==> src/rtl/anomaly_removal.sv <==
// anomaly_removal: per-pixel difference mask for the X-ray anomaly path.
// Pixels whose |anomaly - original| is within THRESHOLD are replaced by
// FILL_VALUE; all other pixels pass the anomaly pixel through unchanged.
// One pixel pair per clock, single-cycle registered latency, no stalls.
module anomaly_removal #(
  parameter int unsigned               DATA_WIDTH = 8,
  parameter int unsigned               THRESHOLD  = 0,
  parameter logic [DATA_WIDTH-1:0]     FILL_VALUE = '0
) (
  input  logic                  clk,
  input  logic                  rst,
  input  logic [DATA_WIDTH-1:0] original_pixel,
  input  logic [DATA_WIDTH-1:0] anomaly_pixel,
  output logic [DATA_WIDTH-1:0] modified_pixel
);

  // One extra bit so the magnitude never wraps (0x00 vs 0xFF -> 255).
  logic [DATA_WIDTH:0]   orig_ext;
  logic [DATA_WIDTH:0]   anom_ext;
  logic [DATA_WIDTH:0]   diff;
  logic                  is_equal;
  logic [DATA_WIDTH-1:0] modified_pixel_d;
  logic [DATA_WIDTH-1:0] modified_pixel_q;

  // Unsigned absolute difference and mask selection.
  always_comb begin
    orig_ext         = {1'b0, original_pixel};
    anom_ext         = {1'b0, anomaly_pixel};
    diff             = (anom_ext >= orig_ext) ? (anom_ext - orig_ext)
                                              : (orig_ext - anom_ext);
    // Compare at 32 bits so any THRESHOLD (even >= 2^DATA_WIDTH) is honoured.
    is_equal         = (32'(diff) <= THRESHOLD);
    modified_pixel_d = is_equal ? FILL_VALUE : anomaly_pixel;
  end

  // Output register; reset drives a defined zero immediately.
  always_ff @(posedge clk or posedge rst) begin
    if (rst) modified_pixel_q <= '0;
    else     modified_pixel_q <= modified_pixel_d;
  end

  assign modified_pixel = modified_pixel_q;

endmodule

==> config.mk <==
export PLATFORM = sky130hd
export DESIGN_NAME = anomaly_removal
export DESIGN_NICKNAME = d
export VERILOG_FILES = /design/src/rtl/anomaly_removal.sv
export SDC_FILE = /design/constraint.sdc
export NUM_CORES = 1
export LEC_CHECK = 0
export ABC_AREA = 1
export CAP_MARGIN = 10
export CORE_MARGIN = 1.5
export CORE_UTILIZATION = 45
export CTS_CLUSTER_SIZE = 25
export DETAILED_ROUTE_END_ITERATION = 16
export PLACE_DENSITY = 0.76
export SLEW_MARGIN = 10
export SYNTH_ARGS = -nofsm -noshare
export SYNTH_HDL_FRONTEND = slang
export SYNTH_SLANG_ARGS = --single-unit
==> constraint.sdc <==
create_clock -name clk -period 0.8 [get_ports clk]
set_input_delay 0.08 -clock clk [delete_from_list [all_inputs] [get_ports clk]]
set_output_delay 0.08 -clock clk [all_outputs]
set_load 0.02 [all_outputs]
Word level (Yosys, flattened, before mapping)
Index checks and enable logic that the tools add are counted.
{"block": "word_totals", "reg_bits": 8, "wordCells": 7}
{"block": "classes", "n_addsub": 2, "n_lt_le_gt_ge": 2, "mux": 2}
{"op": "8-bit by 8-bit subtractor with 9-bit output", "count": 2}
{"op": "9-bit by 1-bit <= comparator with 1-bit output, second input constant", "count": 1}
{"op": "9-bit two-way mux", "count": 1}
{"op": "8-bit greater-or-equal comparator", "count": 1}
{"op": "8-bit two-way mux", "count": 1}

Logic depth before layout (Yosys ltp)
Gate-level depths: netlist (run 1).
{"block": "depth", "ltp_word": 4, "depth_mapped": 15, "ltp_nobuf": 15}

Least setup slack after synthesis (run 1)
OpenSTA, ideal clock, no wires.
{"block": "synth_path", "path_type": "input to register", "from": "in original_pixel[5]", "to": "reg modified_pixel_q[0] (netlist: modified_pixel[0])", "t_arrival_ns": 1.323, "path_slack_ns": -0.646, "path_stages": 10, "path_buffers": 0, "cell_sequence": "inv_1 > ha_1 > a21oi_2 > nor2_1 > nor2_1 > nand3_2 > nor2_1 > nand3_2 > nand2_4 > a21oi_1"}
{"block": "synth_via", "elab_chain_len": 4}
{"item": "start, declared", "line_no": "12", "source": "input logic [DATA_WIDTH-1:0] original_pixel,"}
{"item": "8-bit by 8-bit subtractor with 9-bit output (tied with other cells)", "line_no": "30", "source": ": (orig_ext - anom_ext);"}
{"item": "9-bit two-way mux *", "line_no": "29", "source": "diff = (anom_ext >= orig_ext) ? (anom_ext - orig_ext)"}
{"item": "9-bit by 1-bit <= comparator with 1-bit output *", "line_no": "32", "source": "is_equal = (32'(diff) <= THRESHOLD);"}
{"item": "8-bit two-way mux *", "line_no": "33", "source": "modified_pixel_d = is_equal ? FILL_VALUE : anomaly_pixel;"}
{"item": "via modified_pixel_d[0]", "line_no": "22", "source": "logic [DATA_WIDTH-1:0] modified_pixel_d;"}
{"item": "end signal, assigned", "line_no": "39", "source": "else modified_pixel_q <= modified_pixel_d;"}
{"item": "end, declared", "line_no": "23", "source": "logic [DATA_WIDTH-1:0] modified_pixel_q;"}
The timed path passes the listed nets; every way through them passes the cells marked *.

Worst setup path after layout (run 1)
{"block": "layout_path", "from": "in original_pixel[4]", "to": "reg modified_pixel_q[2] (netlist: modified_pixel[2])"}
The elaborated chain is that of the path after synthesis.

==> out/summary.md, run 1 <==
The detailed router's first-iteration violation count came out at 55. In the layout the commonest cells are sky130_fd_sc_hd__nand2_1 (36), sky130_fd_sc_hd__buf_4 (27), sky130_fd_sc_hd__inv_1 (25). The worst-case setup margin in the final layout is -0.697 ns.

In the synthesized netlist, mux cells make up 0% of the area. After synthesis, flip-flops and latches occupy 17.8% of the total area. Across the run, the number of max-cap violations was 0. Across the VDD grid, the largest voltage drop is 1.32 mV.

The synthesized netlist devotes 7.90% of its cell area to compound gates. For the clock share of power, the log shows 13.7%. Measured against its own limit, the worst slew margin works out to 75.0%. In this run the power density over the cells is 1100 nW/um2. The critical setup path kind was in2reg. The tools report the utilization of the core after routing as 90.7%. In the final timing run, aggregate negative setup slack is -5.83 ns.

The maximum operating frequency was 0.668 GHz. The vertical die dimension is 53.0 um. The fraction of synthesized cell area in xor and xnor cells is 0%. The category of the worst setup path launch point is an input port. The net load switching power came out at 0.00102 W. The tools report the synthesized instance count as 190. Setup repair after global routing could not meet its margin everywhere. Data on the critical path arrives at its endpoint at 1.63 ns.

Once the floorplan was initialized, standard cells occupied 49.4% of the core. The count of antenna-violating nets left after detailed routing was 0; the count of warnings emitted by yosys was 0. The root buffer cell is sky130_fd_sc_hd__clkbuf_4. Summing the areas of all and, or, nand and nor instances in the mapped netlist gives 41.8% of the synthesized area. The internal portion of the total power is 0.00125 W. Relative contribution of combinational cells to total power: 66.9%. The sequential fraction of design power was 19.4%; the register bit total from synthesis was 8. In this run the tool buffered the top-level ports with 25 buffer cells. The cell area that synthesis handed to floorplanning was 1120 um2.

The completed layout was analyzed and its total power is 0.00227 W. The first-pass GRT wire length is 6100 um. Of the cells placed in the final design, the portion with a size suffix greater than 1 is 63.1%. For the number of antenna violations at the first check in global routing, the log shows 0. The register with the most flip-flops in the layout has 8 of them. The via count of the first global-routing pass was 1428; the number of optimization iterations in the first detailed-route pass was 4. At the pin with the least slew margin, the transition time is 0.375 ns.

Entering global routing, the biggest net connects 9 pins. The number of antenna diodes in the final layout is 0. The run gives 0 as the number of hold-slack violations in the final timing report. After clock tree synthesis, the clock-pin slew on the worst setup and hold paths is 0.06 ns. Number of nets in the final layout: 285. Counting the fill cells in the layout gives 100.

The worst-case hold slack was 0.0740 ns. The tools report the total wire length after detailed routing as 5170 um. The tools report the floorplan core area as 2280 um2. The start point of the critical path is original_pixel[4]. Across all layers, the routed design uses 1551 vias. The tools report the clock sink count as 8. The level count of the clock H-tree is 1. The detail-routed via count per cell came out at 5.60. Of the total power, the share spent switching nets is 44.9%. Global routing consumed, over all layers together, 30.2% of the routing resources. The clock period minus final worst setup slack came out at 1.50 ns. Counting the buffers created by CTS gives 3. The max-slew violation count is 0, and the fraction of the cycle the final worst path needs is 187%.

After detailed routing, the number of remaining DRC violations is 0. The worst setup path is captured at a register. The final reports fail on setup timing. In this run the worst hold path is classified as in2async. The die outline area was 2810 um2; the routed wirelength normalized by instance count was 18.7 um. The tools report the aggregate global routing overflow as 0. Number of setup violations in the final report: 16. Along the worst path, the maximum fanout reaches 8. For this design the top-level I/O count stands at 26.

The clock passes through at most 2 buffers. The number of nets in the synthesized netlist is 224. The initialized floorplan defines 17 standard-cell rows. Of the total synthesized cell area, the portion taken by full adders, half adders and majority gates is 17.8%.

The flow ran to the end, but the final reports show violations. The post-synthesis average cell area was 5.92 um2. The dominant combinational cell family by area after synthesis is simple AND/OR/NAND/NOR gates.

TritonCTS built the clock tree. Leaving out fill and tap cells, the most frequent cell in the layout is sky130_fd_sc_hd__nand2_1. The leakage power summed over all cells was 1.08 nW. Counting distinct cell types in the post-synthesis netlist gives 17. STA puts the critical path data required time at 0.94 ns. The detailed placer's ending HPWL came out at 2640 um.

The die is 53.0 um wide. The synthesis-to-finish area growth is 83.5%. The congestion estimate from routability-driven global placement came to 0.980.
[Yosys cell counts]
cell type	number	area, um2
sky130_fd_sc_hd__inv_2	1	3.75
sky130_fd_sc_hd__o21a_1	1	7.51
sky130_fd_sc_hd__ha_1	16	200
sky130_fd_sc_hd__nand2_1	65	244
sky130_fd_sc_hd__nand3_1	16	80.1
sky130_fd_sc_hd__nand2_2	2	12.5
sky130_fd_sc_hd__dfrtp_1	8	200
sky130_fd_sc_hd__nor2_1	12	45.0
sky130_fd_sc_hd__inv_1	42	158
sky130_fd_sc_hd__a21oi_2	1	8.76
sky130_fd_sc_hd__o21bai_1	1	7.51
sky130_fd_sc_hd__clkinv_1	1	3.75
sky130_fd_sc_hd__or2_1	2	12.5
sky130_fd_sc_hd__nand2_4	1	11.3
sky130_fd_sc_hd__nor2_2	4	25.0
sky130_fd_sc_hd__a21oi_1	13	65.1
sky130_fd_sc_hd__nand3_2	4	40.0
[what timing repair did]
action,in CTS,in global routing
setup buffers,7,1
gates resized for setup,191,32
gates cloned,0,0
endpoints found under the setup margin,16,16
hold buffers,0,0
pin swaps,50,32
[worst max-delay path by stage]
| stage | to | cells past startpoint |
|---|---|---|
| 3_3_place_gp | modified_pixel[6]$_DFF_PP0_ | 12 |
| 3_5_place_dp | modified_pixel[4]$_DFF_PP0_ | 12 |
| 6_report | modified_pixel[2]$_DFF_PP0_ | 11 |
| 2_1_floorplan | modified_pixel[0]$_DFF_PP0_ | 11 |
| 4_1_cts | modified_pixel[4]$_DFF_PP0_ | 12 |
| 5_1_grt | modified_pixel[2]$_DFF_PP0_ | 11 |
[power groups by stage]
stage | Clock (W) | Sequential, W | Combinational (W)
after floorplan | 0 | 0.000469 | 0.000599
after global placement | 0 | 0.000439 | 0.000994
after detailed placement | 0 | 0.000439 | 0.00102
after CTS | 0.000325 | 0.000437 | 0.00127
after global routing | 0.000332 | 0.000441 | 0.00160
final | 0.000311 | 0.000440 | 0.00152
[per-layer routing]
| metal | track usage [%] | wire length (um) |
|---|---|---|
| met5 | 0 | 0 |
| met4 | 7.26 | 307 |
| met3 | 5.08 | 370 |
| met2 | 60.8 | 2630 |
| met1 | 31.5 | 1860 |
[final cells by class]
| type | count | area [um2] | area share (%) |
|---|---|---|---|
| clock buffers | 3 | 22.5 | 1.09 |
| inverters | 44 | 175 | 8.48 |
| multi-input cells | 138 | 1160 | 56.0 |
| flip-flops and latches | 8 | 200 | 9.70 |
| well taps | 28 | 35.0 | 1.70 |
| repair buffers | 56 | 475 | 23.0 |
[kinds of logic after synthesis]
logic type / count (synthesis)
and+or+nand+nor: 106
buffers and inverters: 44
AOI/OAI and AO/OA: 16
adders and majority gates: 16
DFF: 8
[worst max-delay path, stage by stage]
cell                      delay, ns
sky130_fd_sc_hd__buf_2         0.11
sky130_fd_sc_hd__buf_4         0.13
sky130_fd_sc_hd__ha_2          0.20
sky130_fd_sc_hd__a21oi_1       0.34
sky130_fd_sc_hd__nand3_1       0.16
sky130_fd_sc_hd__nand2_1       0.10
sky130_fd_sc_hd__nand2_1       0.06
sky130_fd_sc_hd__nor2_2        0.09
sky130_fd_sc_hd__nand3_2       0.09
sky130_fd_sc_hd__nand2_4       0.16
sky130_fd_sc_hd__a21oi_2       0.09
[per-stage QoR]
stage               instance area, um2  setup WS [ns]  cells
global placement                  1680          -1.22    266
detailed placement                1680          -1.27    266
floorplan                         1220         -0.508    190
global route                      2060         -0.724    277
finish                            2060         -0.697    277
CTS                               1940         -0.515    276
No activity file was read; power rests on OpenSTA's default activity.
==> run 2: changes to the inputs <==
--- a/config.mk
+++ b/config.mk
@@ -12,6 +12,7 @@
 export CTS_CLUSTER_SIZE = 25
 export DETAILED_ROUTE_END_ITERATION = 16
 export PLACE_DENSITY = 0.76
+export REMOVE_ABC_BUFFERS = 1
 export SLEW_MARGIN = 10
 export SYNTH_ARGS = -nofsm -noshare
 export SYNTH_HDL_FRONTEND = slang
==> out/summary.md, run 2 <==
Post-synth top cells: sky130_fd_sc_hd__nand2_1 (65), sky130_fd_sc_hd__inv_1 (42), sky130_fd_sc_hd__ha_1 (16), sky130_fd_sc_hd__nand3_1 (16), sky130_fd_sc_hd__a21oi_1 (13) (unchanged). The level count of the clock H-tree is 1 (unchanged). The tools report the sequential fraction of the synthesis area as 17.8% (unchanged). The count of port buffers added during placement was 25 (unchanged); the effective utilization at floorplan was 49.4% (unchanged). The register bit total from synthesis is 8 (unchanged), and the aggregate global-route resource usage is 65.1%. The clock sink count was 8 (unchanged). Die extent in x: 53.0 um (unchanged). The placer congestion estimate is 0.936 (was 0.980), and the share of flip-flops with an asynchronous set or reset is 100% (unchanged).

Entering global routing, the biggest net connects 9 pins. The dominant cell type by area after synthesis is sky130_fd_sc_hd__nand2_1 (unchanged). The root buffer cell was sky130_fd_sc_hd__clkbuf_4 (unchanged). In the global-route stage, repair_timing last flagged the worst endpoint as modified_pixel[0]$_DFF_PP0_/D.

The setup slack at placement is -1.40 ns (was -1.27 ns). The number of buffers inserted for hold repair after clock tree synthesis is 0 (unchanged). The top-level I/O count is 26 (unchanged), and the aggregate global routing overflow is 15.

The logs give 2570 um (was 2640 um) for the detailed placer's ending HPWL and 0 (unchanged) for the count of warnings emitted by yosys. The count of flip-flops with a built-in enable after synthesis works out to 0 (unchanged). The leading cell type by number of instances after synthesis is sky130_fd_sc_hd__nand2_1 (unchanged).

The synthesized instance count came out at 190 (unchanged). The vertical die dimension was 53.0 um (unchanged); the post-synthesis average cell area was 5.92 um2 (unchanged). For the number of buffers inserted during clock tree synthesis, the log shows 3 (unchanged). The first error in the log reads "[ERROR GRT-0232] Routing congestion too high. Check the congestion heatmap in the GUI".

After the last repair the worst path ends at a register data pin. The count of unique library cells instantiated by Yosys was 17 (unchanged); the mapped cell area was 1120 um2 (unchanged). The number of placement rows is 17 (unchanged), and the top-area cell type share of the netlist area is 21.7% (unchanged). Dominant cells by area after synthesis: sky130_fd_sc_hd__nand2_1 (22%), sky130_fd_sc_hd__dfrtp_1 (18%), sky130_fd_sc_hd__ha_1 (18%) (unchanged).

The flow did not finish. The most instantiated flip-flop cell in the synthesis netlist is sky130_fd_sc_hd__dfrtp_1 (unchanged). Progress stopped at global routing (5_1_grt). For the maximum buffer depth of the clock tree, the log shows 2 (unchanged).
[run 2: cells by family after synthesis]
kind of cell,count (synthesis),share of synthesized area [%]
flip-flops,8,17.8
AO/OA/AOI/OAI,16,7.90
buffers and inverters,44,14.7
AND/OR/NAND/NOR,106,41.8
adder cells (fa/ha/maj),16,17.8
[run 2: per-stage QoR]
| step | cell area (um2) | util, % | hold slack (ns) | setup TNS, ns | cells |
|---|---|---|---|---|---|
| 2_1_floorplan | 1120 | - | -0.104 | -5.17 | 190 |
| 3_5_place_dp | 1590 | 69.9 | 0.352 | -12.46 | 267 |
| 3_3_place_gp | 1590 | 69.9 | 0.330 | -11.95 | 267 |
| 4_1_cts | 1980 | 87.1 | 0.0706 | -4.65 | 278 |
[run 2: timing repair]
| item | 4_1_cts |
|---|---|
| endpoints found under the setup margin | 16 |
| gates cloned | 0 |
| pin swaps | 44 |
| buffers inserted | 8 |
| gates resized for setup | 201 |
[run 2: layer usage]
layer	GRT usage (%)	overflow
met2	83.5	8
met1	62.1	0
met3	44.9	0
met5	0	0
met4	76.9	7
==> run 3: changes to the inputs <==
--- a/config.mk
+++ b/config.mk
@@ -7,11 +7,10 @@
 export LEC_CHECK = 0
 export ABC_AREA = 1
 export CAP_MARGIN = 10
-export CORE_MARGIN = 1.5
-export CORE_UTILIZATION = 45
-export CTS_CLUSTER_SIZE = 25
+export CORE_AREA = 2 2 63 65
 export DETAILED_ROUTE_END_ITERATION = 16
-export PLACE_DENSITY = 0.76
+export DIE_AREA = 0 0 65 67
+export PLACE_DENSITY_LB_ADDON = 0.15
 export REMOVE_ABC_BUFFERS = 1
 export SLEW_MARGIN = 10
 export SYNTH_ARGS = -nofsm -noshare
==> constraint.sdc (replaced) <==
create_clock -name clk -period 1.04 [get_ports clk]
set_input_delay 0.104 -clock clk [delete_from_list [all_inputs] [get_ports clk]]
set_output_delay 0.104 -clock clk [all_outputs]
set_load 0.02 [all_outputs]
==> out/summary.md, run 3 (same netlist as run 1, synthesis figures left out) <==
The routed wirelength normalized by instance count is 11.7 um. For the max-slew violation count, the log shows 0. The wire length on met3 is 111 um. Root buffer cell: sky130_fd_sc_hd__clkbuf_8 (was sky130_fd_sc_hd__clkbuf_4).

The number of buffers inserted for hold repair after clock tree synthesis came out at 0 (unchanged). The finished cells cover 2130 um2. The worst-case IR drop observed on VDD is 0.332 mV.

The die extent in x came out at 65 um (was 53.0 um). Based on the critical path, the design can be clocked at up to 0.719 GHz. Data arrives at the worst endpoint at 1.49 ns. The maximum number of pins on one net before global-route repair was 9. In the global route stage, overall resource usage came out at 16.8%. The run gives 287 (was 267) as the number of placed cells counting well taps. The category of the worst setup path launch point was an input port. For this run, design rule violations remaining after detail routing come to 0.

In this run the worst path has a maximum fanout of 8. The filler-free cell count of the finished design was 300; the routed wire length on met2 was 1870 um. The tightest min-delay check is of the in2async type. The detailed router placed 1336 vias in this run.

The number of buffers inserted during clock tree synthesis is 3 (unchanged). After floorplanning, the core was sized to cover 3610 um2. Leaving out fill and tap cells, the most frequent cell in the layout is sky130_fd_sc_hd__nand2_1. The top layer used by detailed routing was met4. The final antenna diode count is 0. The count of port buffers added during placement came out at 25 (unchanged).

Top-level I/O count: 26 (unchanged). Setup repair after global routing could not meet its margin everywhere. The pre-antenna-repair detailed-routing pass consisted of 4 iterations. The number of antenna violations at the first check in global routing is 0. The vertical die dimension is 67 um (was 53.0 um), and the clock sink count is 8 (unchanged).

The routed design could run at a clock period as short as 1.39 ns. The worst slew margin relative to its limit is 81.4%, and the effective utilization at floorplan is 31.2% (was 49.4%). The tools report the detailed placer's ending HPWL as 2390 um (was 2570 um). The checks that failed: setup timing. The critical path is of the in2reg type. The run gives 1395 as the via count of the first global-routing pass. The type of destination of the critical path is a register. The number of setup violations in the final report is 8. Summed over all failing endpoints, the final setup total negative slack is -2.72 ns.

The fraction of the cycle the final worst path needs works out to 134%. Fill cells in the final layout number 327. The aggregate global routing overflow is 0. Power spread over the standard cell area amounts to 823 nW/um2. The run finished, with violations left.

The detail-routed via count per cell is 4.45, and the leakage power summed over all cells is 1.11 nW. Critical path data required time: 1.14 ns. After clock tree synthesis, the clock-pin slew on the worst setup and hold paths is 0.04 ns. In the layout the commonest cells are sky130_fd_sc_hd__nand2_1 (38), sky130_fd_sc_hd__buf_4 (31), sky130_fd_sc_hd__inv_1 (27).

The ratio of cells with drive above 1 in the final layout was 59.1%. The worst-case setup margin in the final layout was -0.352 ns. The first global-routing pass estimated 5780 um of wire. The tools report the start point of the critical path as original_pixel[2]. The tightest hold path in the finished design has a slack of 0.123 ns.

The number of placement rows is 22 (was 17), and the placed instance area is 1620 um2 (was 1590 um2). The detailed router put a total of 1450 um of wire on met1. Total wire length after detailed routing: 3510 um. The placer congestion estimate was 0.823 (was 0.936). The total of max-cap violations came out at 0.

Level count of the clock H-tree: 1 (unchanged). The first routing iteration left 74 violations. The tools report the count of antenna-violating nets left after detailed routing as 0.

At the end of the flow, the number of nets in the layout was 288. The number of hold-slack violations in the final timing report is 0, and the synthesis-to-finish area growth is 89.2%. TritonCTS built the clock tree. The timing endpoint of the critical path was modified_pixel[7]$_DFF_PP0_. For the pin with the worst max-slew slack, the measured transition is 0.279 ns. For the maximum buffer depth of the clock tree, the log shows 2 (unchanged). The flip-flop count of the largest register after layout is 8, and the die outline area is 4360 um2.
run 3: area by class of cell:
type                       count  area (um2)  area share [%]
clock buffer                   3        41.3            1.94
inverter                      44         175            8.23
multi-input combinational    138        1160            54.5
sequential                     8         200            9.41
tap                           48        60.1            2.82
timing repair buffer          59         492            23.1
run 3: critical path: stages:
cell and delay [ns]:
sky130_fd_sc_hd__buf_6 0.08, sky130_fd_sc_hd__inv_4 0.03, sky130_fd_sc_hd__ha_4 0.27, sky130_fd_sc_hd__buf_12 0.10, sky130_fd_sc_hd__nand2_4 0.06, sky130_fd_sc_hd__inv_4 0.07, sky130_fd_sc_hd__nand2_2 0.05, sky130_fd_sc_hd__nand2_2 0.07
sky130_fd_sc_hd__nand2_2 0.06, sky130_fd_sc_hd__nand2_1 0.06, sky130_fd_sc_hd__nand2_1 0.06, sky130_fd_sc_hd__nor2_2 0.12, sky130_fd_sc_hd__nand3_2 0.11, sky130_fd_sc_hd__nand2_4 0.15, sky130_fd_sc_hd__a21oi_2 0.08
run 3: through the flow:
| step | util [%] | total power (W) | setup slack (ns) |
|---|---|---|---|
| after floorplan | - | 0.000764 | -0.430 |
| after global placement | 44.8 | 0.00106 | -1.10 |
| after detailed placement | 44.8 | 0.00105 | -1.08 |
| after CTS | 56.2 | 0.00166 | -0.329 |
| after global routing | 59.0 | 0.00188 | -0.451 |
| final | 59.0 | 0.00175 | -0.352 |
run 3: worst min path at each step:
stage | start | end | slack (ns) | depth (start not counted)
CTS | rst | modified_pixel[5]$_DFF_PP0_ | 0.13 | 2
global route | rst | modified_pixel[2]$_DFF_PP0_ | 0.15 | 2
floorplan | rst | modified_pixel[0]$_DFF_PP0_ | -0.08 | 1
detailed placement | rst | modified_pixel[7]$_DFF_PP0_ | 0.36 | 2
global placement | rst | modified_pixel[7]$_DFF_PP0_ | 0.36 | 2
finish | rst | modified_pixel[7]$_DFF_PP0_ | 0.12 | 2
run 3: report_power, final:
| group | leakage (nW) | switching, W | internal (W) |
|---|---|---|---|
| clock | 0.0216 | 0.000105 | 0.000249 |
| combinational | 0.993 | 0.000578 | 0.000487 |
| sequential | 0.0933 | 0.00000271 | 0.000329 |
| total | 1.11 | 0.000686 | 0.00107 |
run 3: timing repair:
item,CTS,global route
setup buffers,10,0
endpoints found under the setup margin,16,8
resized for setup,168,28
pin swaps,54,39
cloned,0,0
run 3: layer usage:
| layer | GRT usage, % | vias to the layer above |
|---|---|---|
| li1 | - | 702 |
| met1 | 19.3 | 598 |
| met2 | 32.6 | 28 |
| met3 | 1.18 | 8 |
| met4 | 5.05 | 0 |
| met5 | 0 | - |
==> variant 1: new RTL, settings of run 1 <==
Register the input `original_pixel` before use. The logic sees it one clock later. The other inputs are not delayed to match.
--- a/src/rtl/anomaly_removal.sv
+++ b/src/rtl/anomaly_removal.sv
@@ -14,6 +14,12 @@
   output logic [DATA_WIDTH-1:0] modified_pixel
 );
 
+  logic [DATA_WIDTH-1:0] original_pixel_q;
+
+  always_ff @(posedge clk) begin
+    original_pixel_q <= original_pixel;
+  end
+
   // One extra bit so the magnitude never wraps (0x00 vs 0xFF -> 255).
   logic [DATA_WIDTH:0]   orig_ext;
   logic [DATA_WIDTH:0]   anom_ext;
@@ -24,7 +30,7 @@
 
   // Unsigned absolute difference and mask selection.
   always_comb begin
-    orig_ext         = {1'b0, original_pixel};
+    orig_ext         = {1'b0, original_pixel_q};
     anom_ext         = {1'b0, anomaly_pixel};
     diff             = (anom_ext >= orig_ext) ? (anom_ext - orig_ext)
                                               : (orig_ext - anom_ext);
Function: changed (a bounded check fails within 4 cycles, from zero or initial values and one cycle with rst high).
==> variant 1 against run 1 <==
- the run still ends with negative setup slack left
- area after synthesis up 22%
- sequential cell count up 8
- via count down 7.5%
- global-route usage down 7.5 points
- setup slack worse by 0.30 ns
- synthesized cell count up 8.9%
- clock power up 37%
- power up 12%
- design area up 2.0%
- fmax down 16%
- core utilization down 16 points
- wire length down 32%
- critical endpoint is now modified_pixel[5]
- largest cell class unchanged
==> variant 1: results (changes against run 1) <==
metric	value	unit	change
met3 GRT Util	0.0201		was 0.0508
met2 usage in global routing	0.375		was 0.608
leakage power	1.10	nW	was 1.08 nW
Routed met3 length	172	um	was 370 um
met1 wire length	1640	um	was 1860 um
filler instances	211		was 100
syn avg cell area	6.61	sq um	was 5.92 sq um
Fin Hold WS	0.0157	ns	was 0.0740 ns
DP Wirelength	2800	um	was 2640 um
max incr delay on CP	0.49	ns	was 0.34 ns
status	finished with violations		unchanged
GPL Wtd Cong	0.976		was 0.980
Clock Power	427	uW	was 311 uW
Setup WS post-layout	-0.992	ns	was -0.697 ns
Setup crit end	modified_pixel[5]		was modified_pixel[2]
failing checks	negative setup slack		unchanged
clock-pin slew reported for the worst setup and hold paths after clock tree synthesis	0.09	ns	was 0.06 ns
TritonCTS buffer count	3		unchanged
register area share after synthesis	0.263		was 0.178
first-pass GRT wire length	6020	um	was 6100 um
DR iter-0 viols	54		was 55
Setup TNS	-8.51	ns	was -5.83 ns
CTS resizes	60		was 191
Setup WS pre-CTS	-1.29	ns	was -1.27 ns
Max IR drop VDD	1150	uV	was 1320 uV
total number of vias	1435		was 1,551
top cells by count, synth	nand2_1, inv_1, nand3_1		was nand2_1, inv_1, ha_1, nand3_1, a21oi_1
Comb power	1.23	mW	was 1.52 mW
CP max-delay cell	clkdlybuf4s50_1		was a21oi_1
Post-Route WL	3540	um	was 5170 um
Crit. Startpoint	anomaly_pixel[1]		was original_pixel[4]
Total Routing Usage GR	0.227		was 0.302
sw power	948	uW	was 1.02 mW
placed cell area	0.00191	sq mm	was 0.00168 sq mm
ys async rst share	0.500		was 1.00
max_slew headroom	0.720		was 0.750
ranking of synthesized cells by area	nand2_1, dfrtp_1, ha_1		unchanged
Net Count, Synth	241		was 224
met2 wire length	1660	um	was 2630 um
final std cells w/o fill	289		was 277
final setup vio count	16		unchanged
Power, Total	2.53	mW	was 2.27 mW
## variant 1: how the worst min path moves through the flow
stage                   endpoint  depth (start not counted)
2_1_floorplan  modified_pixel[0]                          1
3_3_place_gp   modified_pixel[1]                          2
3_5_place_dp   modified_pixel[0]                          2
4_1_cts        modified_pixel[6]                          2
5_1_grt        modified_pixel[7]                          2
6_report       modified_pixel[6]                          2
## variant 1: logic make-up after synthesis
kind of cell               synth area share
and+or+nand+nor                       0.391
buffers and inverters                 0.132
AOI/OAI and AO/OA                    0.0676
adders and majority gates             0.146
DFF                                   0.263
## variant 1: final cells by class
class	instances	area (sq um)	area share
multi-input combinational	145	1060	0.503
timing repair buffer	49	448	0.213
sequential	16	368	0.175
inverter	45	169	0.0802
tap	31	38.8	0.0184
clock buffer	3	22.5	0.0107
## variant 1: worst register-to-register path: cells and delay by family, from the launching register on
family	cells	cell delay, ns
DFF	1	0.34
adders and majority gates	1	0.31
and+or+nand+nor	10	0.93
AOI/OAI and AO/OA	1	0.09
==> variant 2: new RTL, flow settings as in run 1 <==
Made on the original files. Register the output `modified_pixel` once more, cleared by the reset; this adds one clock of latency there.
--- a/src/rtl/anomaly_removal.sv
+++ b/src/rtl/anomaly_removal.sv
@@ -39,7 +39,13 @@
     else     modified_pixel_q <= modified_pixel_d;
   end
 
-  assign modified_pixel = modified_pixel_q;
+  always_ff @(posedge clk or posedge rst) begin
+    if (rst) begin
+      modified_pixel <= '0;
+    end else begin
+      modified_pixel <= modified_pixel_q;
+    end
+  end
 
 endmodule
 
Function: changed (Yosys sat finds a counterexample within 4 cycles, from zero or initial values and one cycle with rst high).
==> variant 2 against run 1 <==
- the run still ends with negative setup slack left
- area after synthesis is 18% higher
- die area is 17% higher
- critical path depth is 3 higher
- clock power is 72% higher
- via count is 0.97% higher
- sequential cell count is 8 higher
- design area is 9.7% higher
- critical path type unchanged
- power is 27% higher
- setup slack better by 0.073 ns
- largest power group unchanged
- wire length is 4.3% lower
- largest cell class unchanged
- highest routed layer unchanged
==> variant 2: results (changes against run 1) <==
metric	value	unit	change
status	finished with violations		unchanged
failing checks	negative setup slack		unchanged
Cells after DPL	276		was 266
placed cell area	0.00188	sq mm	was 0.00168 sq mm
Setup WS pre-CTS	-1.29	ns	was -1.27 ns
proportion of layout cells with a drive suffix above 1	0.600		was 0.631
first-pass GRT wire length	6770	um	was 6100 um
post-synthesis cell count	198		was 190
max incr delay on CP	0.19	ns	was 0.34 ns
Max IR drop VDD	1400	uV	was 1320 uV
nets@finish	290		was 285
Setup TNS	-5.55	ns	was -5.83 ns
met3 GRT Util	0.0499		was 0.0508
sw power	1.13	mW	was 1.02 mW
clock-pin slew reported for the worst setup and hold paths after clock tree synthesis	0.10	ns	was 0.06 ns
register area share after synthesis	0.302		was 0.178
clock share of power	0.185		was 0.137
Layout clock buffers	4		was 3
final setup vio count	16		unchanged
width of the chip	57.3	um	was 53.0 um
met1 wire length	1800	um	was 1860 um
sequential share of cell area	0.177		was 0.0970
vias in the first global route	1483		was 1,428
Worst Path Arrival	1.60	ns	was 1.63 ns
GPL Wtd Cong	0.832		was 0.980
total number of vias	1566		was 1,551
Setup WS post-layout	-0.623	ns	was -0.697 ns
Switching Share	0.392		was 0.449
variant 2: timing repair:
action,4_1_cts,5_1_grt
pin swaps,48,41
buffers inserted,4,2
gates resized for setup,175,42
endpoints found under the setup margin,16,16
gates cloned,0,0
variant 2: final timing paths:
check                                    start                   to  slack, ns  depth (start not counted)
setup / recovery             original_pixel[2]  modified_pixel_q[3]      -0.62                         14
hold / removal                             rst    modified_pixel[5]        0.1                          3
setup reg to reg           modified_pixel_q[3]    modified_pixel[3]       0.32                          0
hold reg to reg            modified_pixel_q[2]    modified_pixel[2]       0.36                          0
max in group asynchronous                  rst    modified_pixel[2]       0.53                          3
min in group clk              anomaly_pixel[1]  modified_pixel_q[1]       0.14                          4
variant 2: cell families (layout without fill, tap and decap cells):
kind of cell,after synthesis,after routing,synth area share
adders and majority gates,16,16,0.151
AOI/OAI and AO/OA,16,16,0.0670
DFF,16,16,0.302
and+or+nand+nor,106,106,0.355
buffers and inverters,44,101,0.125
